`config.mk`:
```
export PLATFORM = sky130hd
export DESIGN_NAME = multicycle_control
export DESIGN_NICKNAME = d
export VERILOG_FILES = /design/src/rtl/multicycle_control.sv
export SDC_FILE = /design/constraint.sdc
export NUM_CORES = 1
export LEC_CHECK = 0
export CORE_MARGIN = 2
export CORE_UTILIZATION = 35
export CTS_CLUSTER_DIAMETER = 120
export DETAILED_ROUTE_END_ITERATION = 8
export GPL_TIMING_DRIVEN = 0
export HOLD_SLACK_MARGIN = 0.1
export MAX_ROUTING_LAYER = met4
export PLACE_DENSITY = 0.61
export SYNTH_ARGS = -nofsm -noshare
export SYNTH_HDL_FRONTEND = slang
export SYNTH_SLANG_ARGS = --single-unit
```
`constraint.sdc`:
```
create_clock -name clk -period 4.4 [get_ports clk]
set_clock_uncertainty 0.2 [all_clocks]
set_input_delay 1.32 -clock clk [delete_from_list [all_inputs] [get_ports clk]]
set_output_delay 1.32 -clock clk [all_outputs]
set_load 0.02 [all_outputs]
```
`src/rtl/multicycle_control.sv`:
```
// Multi-cycle LEGv8 sequencing control: a Moore FSM stepping fetch/decode/execute/memory/writeback,
// with a variable-latency memory handshake, illegal-opcode and memory-timeout trapping, and a retire counter.
module multicycle_control #(
    parameter int OPCODE_LEN  = 11,
    parameter int MEM_TIMEOUT = 16,
    parameter int CNT_W       = 32
) (
    input  logic                  clk,
    input  logic                  reset,
    input  logic [OPCODE_LEN-1:0] opcode,
    input  logic                  mem_ready,
    input  logic                  zero,
    output logic                  ir_write,
    output logic                  pc_write,
    output logic                  pc_write_cond,
    output logic                  branch_nonzero,
    output logic                  mem_read,
    output logic                  mem_write,
    output logic                  mem_to_reg,
    output logic                  reg_write,
    output logic                  readreg2_control,
    output logic                  alu_src_a,
    output logic [1:0]            alu_src_b,
    output logic [1:0]            alu_op,
    output logic                  pc_source,
    output logic                  instr_done,
    output logic                  illegal,
    output logic                  mem_timeout,
    output logic [CNT_W-1:0]      retired,
    output logic [3:0]            state
);

    typedef enum logic [3:0] {
        S_FETCH    = 4'd0,
        S_DECODE   = 4'd1,
        S_MEM_ADDR = 4'd2,
        S_MEM_RD   = 4'd3,
        S_MEM_WR   = 4'd4,
        S_LD_WB    = 4'd5,
        S_R_EXEC   = 4'd6,
        S_R_WB     = 4'd7,
        S_CBRANCH  = 4'd8,
        S_UBRANCH  = 4'd9,
        S_ERROR    = 4'd10
    } state_e;

    typedef enum logic [2:0] {
        OP_LDUR    = 3'd0,
        OP_STUR    = 3'd1,
        OP_RTYPE   = 3'd2,
        OP_CBR     = 3'd3,
        OP_UBR     = 3'd4,
        OP_ILLEGAL = 3'd5
    } op_class_e;

    typedef struct packed {
        logic       ir_write;
        logic       pc_write;
        logic       pc_write_cond;
        logic       branch_nonzero;
        logic       mem_read;
        logic       mem_write;
        logic       mem_to_reg;
        logic       reg_write;
        logic       readreg2_control;
        logic       alu_src_a;
        logic [1:0] alu_src_b;
        logic [1:0] alu_op;
        logic       pc_source;
        logic       instr_done;
    } ctrl_t;

    localparam int WAIT_W = (MEM_TIMEOUT < 1) ? 1 : $clog2(MEM_TIMEOUT + 1);
    localparam logic [WAIT_W-1:0] WAIT_MAX = WAIT_W'(MEM_TIMEOUT);

    // Classify the opcode; x positions in the encodings are don't-care.
    function automatic op_class_e decode_op(input logic [10:0] op);
        op_class_e cls;
        casez (op)
            11'b11111000010: cls = OP_LDUR;
            11'b11111000000: cls = OP_STUR;
            11'b10001011000: cls = OP_RTYPE;
            11'b11001011000: cls = OP_RTYPE;
            11'b10001010000: cls = OP_RTYPE;
            11'b10101010000: cls = OP_RTYPE;
            11'b10110100???: cls = OP_CBR;
            11'b10110101???: cls = OP_CBR;
            11'b000101?????: cls = OP_UBR;
            default:         cls = OP_ILLEGAL;
        endcase
        return cls;
    endfunction

    state_e            state_q, state_d;
    logic [WAIT_W-1:0] wait_q, wait_d;
    logic              illegal_q, illegal_d;
    logic              mem_timeout_q, mem_timeout_d;
    logic [CNT_W-1:0]  retired_q, retired_d;

    op_class_e op_class_s;
    logic      in_wait_s;
    logic      timeout_s;
    ctrl_t     ctrl_s;
    ctrl_t     ctrl_o_s;

    assign op_class_s = decode_op(opcode[10:0]);
    assign in_wait_s  = (state_q == S_FETCH) || (state_q == S_MEM_RD) || (state_q == S_MEM_WR);
    // A ready arriving in the timeout cycle wins, so timeout only fires while mem_ready is low.
    assign timeout_s  = (MEM_TIMEOUT != 0) && in_wait_s && !mem_ready && (wait_q == WAIT_MAX);

    // State, wait counter, sticky flags and retire counter registers.
    always_ff @(posedge clk) begin
        if (reset) begin
            state_q       <= S_FETCH;
            wait_q        <= '0;
            illegal_q     <= 1'b0;
            mem_timeout_q <= 1'b0;
            retired_q     <= '0;
        end else begin
            state_q       <= state_d;
            wait_q        <= wait_d;
            illegal_q     <= illegal_d;
            mem_timeout_q <= mem_timeout_d;
            retired_q     <= retired_d;
        end
    end

    // Next-state logic.
    always_comb begin
        state_d = state_q;
        if (reset) begin
            state_d = S_FETCH;
        end else begin
            case (state_q)
                S_FETCH: begin
                    if (mem_ready)      state_d = S_DECODE;
                    else if (timeout_s) state_d = S_ERROR;
                    else                state_d = S_FETCH;
                end
                S_DECODE: begin
                    case (op_class_s)
                        OP_LDUR:  state_d = S_MEM_ADDR;
                        OP_STUR:  state_d = S_MEM_ADDR;
                        OP_RTYPE: state_d = S_R_EXEC;
                        OP_CBR:   state_d = S_CBRANCH;
                        OP_UBR:   state_d = S_UBRANCH;
                        default:  state_d = S_ERROR;
                    endcase
                end
                S_MEM_ADDR: begin
                    if (op_class_s == OP_STUR) state_d = S_MEM_WR;
                    else                       state_d = S_MEM_RD;
                end
                S_MEM_RD: begin
                    if (mem_ready)      state_d = S_LD_WB;
                    else if (timeout_s) state_d = S_ERROR;
                    else                state_d = S_MEM_RD;
                end
                S_MEM_WR: begin
                    if (mem_ready)      state_d = S_FETCH;
                    else if (timeout_s) state_d = S_ERROR;
                    else                state_d = S_MEM_WR;
                end
                S_LD_WB:   state_d = S_FETCH;
                S_R_EXEC:  state_d = S_R_WB;
                S_R_WB:    state_d = S_FETCH;
                S_CBRANCH: state_d = S_FETCH;
                S_UBRANCH: state_d = S_FETCH;
                S_ERROR:   state_d = S_ERROR;
                default:   state_d = S_ERROR;
            endcase
        end
    end

    // Wait counter restarts on every state change, counts not-ready cycles and saturates at the limit.
    always_comb begin
        wait_d = wait_q;
        if (state_d != state_q) begin
            wait_d = '0;
        end else if (in_wait_s && !mem_ready && (wait_q != WAIT_MAX)) begin
            wait_d = wait_q + WAIT_W'(1);
        end else begin
            wait_d = wait_q;
        end
    end

    // Sticky error flags and retired-instruction count.
    always_comb begin
        illegal_d     = illegal_q;
        mem_timeout_d = mem_timeout_q;
        if ((state_q == S_DECODE) && (state_d == S_ERROR)) begin
            illegal_d = 1'b1;
        end else begin
            illegal_d = illegal_q;
        end
        if (in_wait_s && (state_d == S_ERROR)) begin
            mem_timeout_d = 1'b1;
        end else begin
            mem_timeout_d = mem_timeout_q;
        end
        retired_d = retired_q + CNT_W'(ctrl_o_s.instr_done);
    end

    // Per-state datapath strobes; only the fetch/wait handshakes look at mem_ready.
    always_comb begin
        ctrl_s = '0;
        case (state_q)
            S_FETCH: begin
                ctrl_s.mem_read  = 1'b1;
                ctrl_s.alu_src_a = 1'b0;
                ctrl_s.alu_src_b = 2'b01;
                ctrl_s.alu_op    = 2'b00;
                ctrl_s.ir_write  = mem_ready;
                ctrl_s.pc_write  = mem_ready;
            end
            S_DECODE: begin
                ctrl_s.alu_src_a        = 1'b0;
                ctrl_s.alu_src_b        = 2'b11;
                ctrl_s.alu_op           = 2'b00;
                ctrl_s.readreg2_control = (op_class_s == OP_STUR) || (op_class_s == OP_CBR);
            end
            S_MEM_ADDR: begin
                ctrl_s.alu_src_a = 1'b1;
                ctrl_s.alu_src_b = 2'b10;
                ctrl_s.alu_op    = 2'b00;
            end
            S_MEM_RD: begin
                ctrl_s.mem_read = 1'b1;
            end
            S_MEM_WR: begin
                ctrl_s.mem_write        = 1'b1;
                ctrl_s.readreg2_control = 1'b1;
                ctrl_s.instr_done       = mem_ready;
            end
            S_LD_WB: begin
                ctrl_s.reg_write  = 1'b1;
                ctrl_s.mem_to_reg = 1'b1;
                ctrl_s.instr_done = 1'b1;
            end
            S_R_EXEC: begin
                ctrl_s.alu_src_a = 1'b1;
                ctrl_s.alu_src_b = 2'b00;
                ctrl_s.alu_op    = 2'b10;
            end
            S_R_WB: begin
                ctrl_s.reg_write  = 1'b1;
                ctrl_s.mem_to_reg = 1'b0;
                ctrl_s.instr_done = 1'b1;
            end
            S_CBRANCH: begin
                ctrl_s.alu_src_a        = 1'b1;
                ctrl_s.alu_src_b        = 2'b00;
                ctrl_s.alu_op           = 2'b01;
                ctrl_s.readreg2_control = 1'b1;
                ctrl_s.pc_write_cond    = 1'b1;
                ctrl_s.pc_source        = 1'b1;
                ctrl_s.branch_nonzero   = opcode[3];
                ctrl_s.instr_done       = 1'b1;
            end
            S_UBRANCH: begin
                ctrl_s.pc_write   = 1'b1;
                ctrl_s.pc_source  = 1'b1;
                ctrl_s.instr_done = 1'b1;
            end
            S_ERROR: begin
                ctrl_s = '0;
            end
            default: begin
                ctrl_s = '0;
            end
        endcase
    end

    // Reset silences every strobe in the cycle it is held, including an in-flight instr_done.
    always_comb begin
        if (reset) ctrl_o_s = '0;
        else       ctrl_o_s = ctrl_s;
    end

    // The zero flag is consumed by the datapath's branch gate, not by the sequencer.
    logic unused_s;
    assign unused_s = zero;

    assign ir_write         = ctrl_o_s.ir_write;
    assign pc_write         = ctrl_o_s.pc_write;
    assign pc_write_cond    = ctrl_o_s.pc_write_cond;
    assign branch_nonzero   = ctrl_o_s.branch_nonzero;
    assign mem_read         = ctrl_o_s.mem_read;
    assign mem_write        = ctrl_o_s.mem_write;
    assign mem_to_reg       = ctrl_o_s.mem_to_reg;
    assign reg_write        = ctrl_o_s.reg_write;
    assign readreg2_control = ctrl_o_s.readreg2_control;
    assign alu_src_a        = ctrl_o_s.alu_src_a;
    assign alu_src_b        = ctrl_o_s.alu_src_b;
    assign alu_op           = ctrl_o_s.alu_op;
    assign pc_source        = ctrl_o_s.pc_source;
    assign instr_done       = ctrl_o_s.instr_done;
    assign illegal          = illegal_q;
    assign mem_timeout      = mem_timeout_q;
    assign retired          = retired_q;
    assign state            = state_q;

endmodule

```
==> run_results.csv <==
group,metric,value,unit
synth,synth.avg_cell_area,8.40,sq um
sta,time_the_worst_path_needs_with_i_o_delays_and_setup,4.31,ns
synth,yosys_warning_total,0,
sta,hold-worst-slack,0.274,ns
sta,max_slew.worst_pin.slew,0.758,ns
synth,synth_seq_area_share,33.1,%
grt,first_global_vias,2390,
critical_path,worst_path_required_time,2.88,ns
critical_path,cp_slowest_cell,"clkdlybuf4s50_1",
pwr,total_power,1.10,mW
final_layout,areaGrowthSynthToFinish,35.4,%
pwr,p_seq_share,38.4,%
synth,top_area_cells_in_the_synthesized_netlist,"dfxtp_1 (33%), xor2_1 (5.4%), nor2_1 (5.3%)",
final_layout,layout.cells.most_common_list,"clkdlybuf4s50_1 (51), dfxtp_1 (43), nor2_1 (37)",
critical_path,cp_common_cell,"nor3_1",
final_layout,share_of_layout_cells_above_drive_strength_1,13.0,%
sta,finalCritPeriodShare,97.9,%
pwr,power_density,311,mW/mm^2
floorplan,ioPinCount,69,
critical_path,timing.critical_path.from_type,"primary input",
detailed_routing,drt-vias-per-instance,5.24,
sta,maxClockFrequency,232,MHz
flow_run,cap_viol_max_count,0,
grt,grt_max_degree,13,
final_layout,final_core_util,48.8,%
clock_tree,clkLatencyLatePin,0.29,ns
place,dpl.hpwl,5.08,mm
floorplan,core_region,0.00721,sq mm
detailed_routing,route.vias.total,2539,
clock_tree,clkSlewWorstSetupHoldPaths,0.08,ns
grt,combined_global_route_utilization_of_all_metal_layers,17.1,%
critical_path,critical_path.endpoint_type,"output port",
pwr,power.net_switching,0.394,mW
pwr,p_clk_share,23.1,%
detailed_routing,drt_pre_antenna_iters,4,
place,placed_cell_area,0.00340,sq mm
pwr,cellLeakagePower,1.31,nW
critical_path,worstPathMaxFanout,10,
critical_path,cp_data_arrival_time,2.79,ns
detailed_routing,final_ant_viol_nets,0,
sta,timing.final.hold_violations,0,
synth,synthesis.area,0.00260,sq mm
floorplan,std_cell_rows,31,
synth,postSynthRegisterBits,43,
synth,synth_fp_nets,329,
grt,antenna_found_initial,0,
floorplan,die_height,90.2,um
clock_tree,cts_buffers,5,
floorplan,initial_utilization,36.1,%
synth,synthCells,310,
floorplan,die_width,90.2,um
place,io_buffer_count,67,
final_layout,antenna_cells_inserted,0,
clock_tree,ctsHtreeMaxLevel,2,
sta,max-slew-margin-rel,48.9,%
detailed_routing,wl_per_cell,13.9,um
pwr,cell_internal_pwr,0.703,mW
synth,synthDominantCellAreaShare,33.1,%
clock_tree,clock_tree.buffer_depth,2,
clock_tree,root_cell_of_the_clock_tree,"clkbuf_8",
grt,globalRoute.totalOverflow,0,
final_layout,final_common_cell,"clkdlybuf4s50_1",
detailed_routing,drcViolationCount,0,
sta,unrepaired_setup_endpoints_after_global_routing,"false",
place,place.gp.congestion,0.901,
synth,synth-edff-count,0,
synth,async_flop_share,0,%
clock_tree,cts_num_sinks,43,
worst_hold_path,min-delay-path-class,"flop to flop",
critical_path,crit_path_cell_trace,"clkdlybuf4s50_1, clkbuf_4, nor3_1, nand2_1, nor3_1, dlygate4sd2_1",
grt,grt_pass1_wl,11.4,mm
synth,synth.distinct_cells,59,
pwr,switching_share,35.9,%
detailed_routing,detailed_route_iter0_violations,90,
critical_path,type_of_the_setup_path_with_the_least_slack,"primary input to output port",
final_layout,finalNetCount,405,
critical_path,critical-path-max-stage-delay,0.41,ns
synth,synth_area_leader_cell,"dfxtp_1",
sta,finalSetupViolations,0,
synth,synth-main-ff-cell,"dfxtp_1",
final_layout,stdcell_area,0.00352,sq mm
detailed_routing,routed_wl,6.72,mm
run_status,outcome,"finished clean",
clock_tree,tritoncts_clock_tree,"done",
sta,timing.setup.tns,0,ns
pwr,power.share.combinational,38.5,%
pwr,ir_drop,0.000207,V
floorplan,die_area,0.00814,sq mm
sta,slew_violations,0,
synth_stat cells (3+ instances only):
cell       n
a21oi_1   11
and2_1     3
and3_1     7
and4_1     5
buf_4      3
clkbuf_1   8
dfxtp_1   43
ha_1       4
inv_1     14
nand2_1   21
nand2b_1   4
nand3_1   13
nand4_1   14
nor2_1    37
nor2b_1    3
nor3_1    11
nor4_1     8
nor4_2     7
o21ai_0   10
or3_1      5
xnor2_1   15
xor2_1    16
final cells by class:
type | instances | area [sq um]
multi-input cells | 237 | 1640
clock inverters | 1 | 5.00
clock buffers | 6 | 82.6
well taps | 99 | 124
flip-flops and latches | 43 | 861
inverters | 14 | 52.6
repair buffers | 69 | 659
plain buffers | 16 | 104
fillers | 712 | 3690
final timing paths:
path         slack, ns        endpoint  cells after the start  startpoint
max               0.09  branch_nonzero                      6       reset
min               0.27         illegal                      2     illegal
max reg2reg       0.97     retired[24]                     11    state[2]
min reg2reg       0.27         illegal                      2     illegal
flip-flops by register name, summed over array words and instances (netlist names):
signal       count
illegal          1
state            4
retired         32
wait_q           5
mem_timeout      1
cell families after synthesis:
group / after synthesis / share of synthesized area, %
compound gates: 36 / 9.76
xor+xnor: 31 / 10.4
fa+ha+maj: 4 / 1.92
buf+inv: 30 / 5.43
flops: 43 / 33.1
mux: 3 / 1.20
simple gates: 163 / 38.2
worst max-delay path: cells and delay by family:
| family | cells | cell delay (ns) |
|---|---|---|
| simple gates | 3 | 0.49 |
| buf+inv | 3 | 0.97 |
metrics by stage:
step	cells	worst slack [ns]
after floorplan	310	0.145
after global placement	476	-0.538
after detailed placement	476	-0.543
after CTS	484	0.000962
after global routing	485	0.0127
final	485	0.0904
power by group through the flow:
stage	Sequential [mW]	Combinational, mW	Clock [mW]
final	0.421	0.422	0.253
after global routing	0.424	0.459	0.275
after CTS	0.422	0.424	0.260
after detailed placement	0.431	0.425	0
after global placement	0.430	0.424	0
after floorplan	0.449	0.254	0
per-layer routing:
layer	global-route usage, %	wire (um)
met2	26.9	3160
met3	3.77	298
met4	4.62	70
met5	-	0
met1	22.4	3190
timing repair:
action | 4_1_cts | 5_1_grt
pin swaps | 1 | 0
hold buffers | 0 | 0
endpoints found under the setup margin | 17 | 9
resized for setup | 32 | 13
buffers inserted | 1 | 1
No activity file was read; power rests on OpenSTA's default activity.
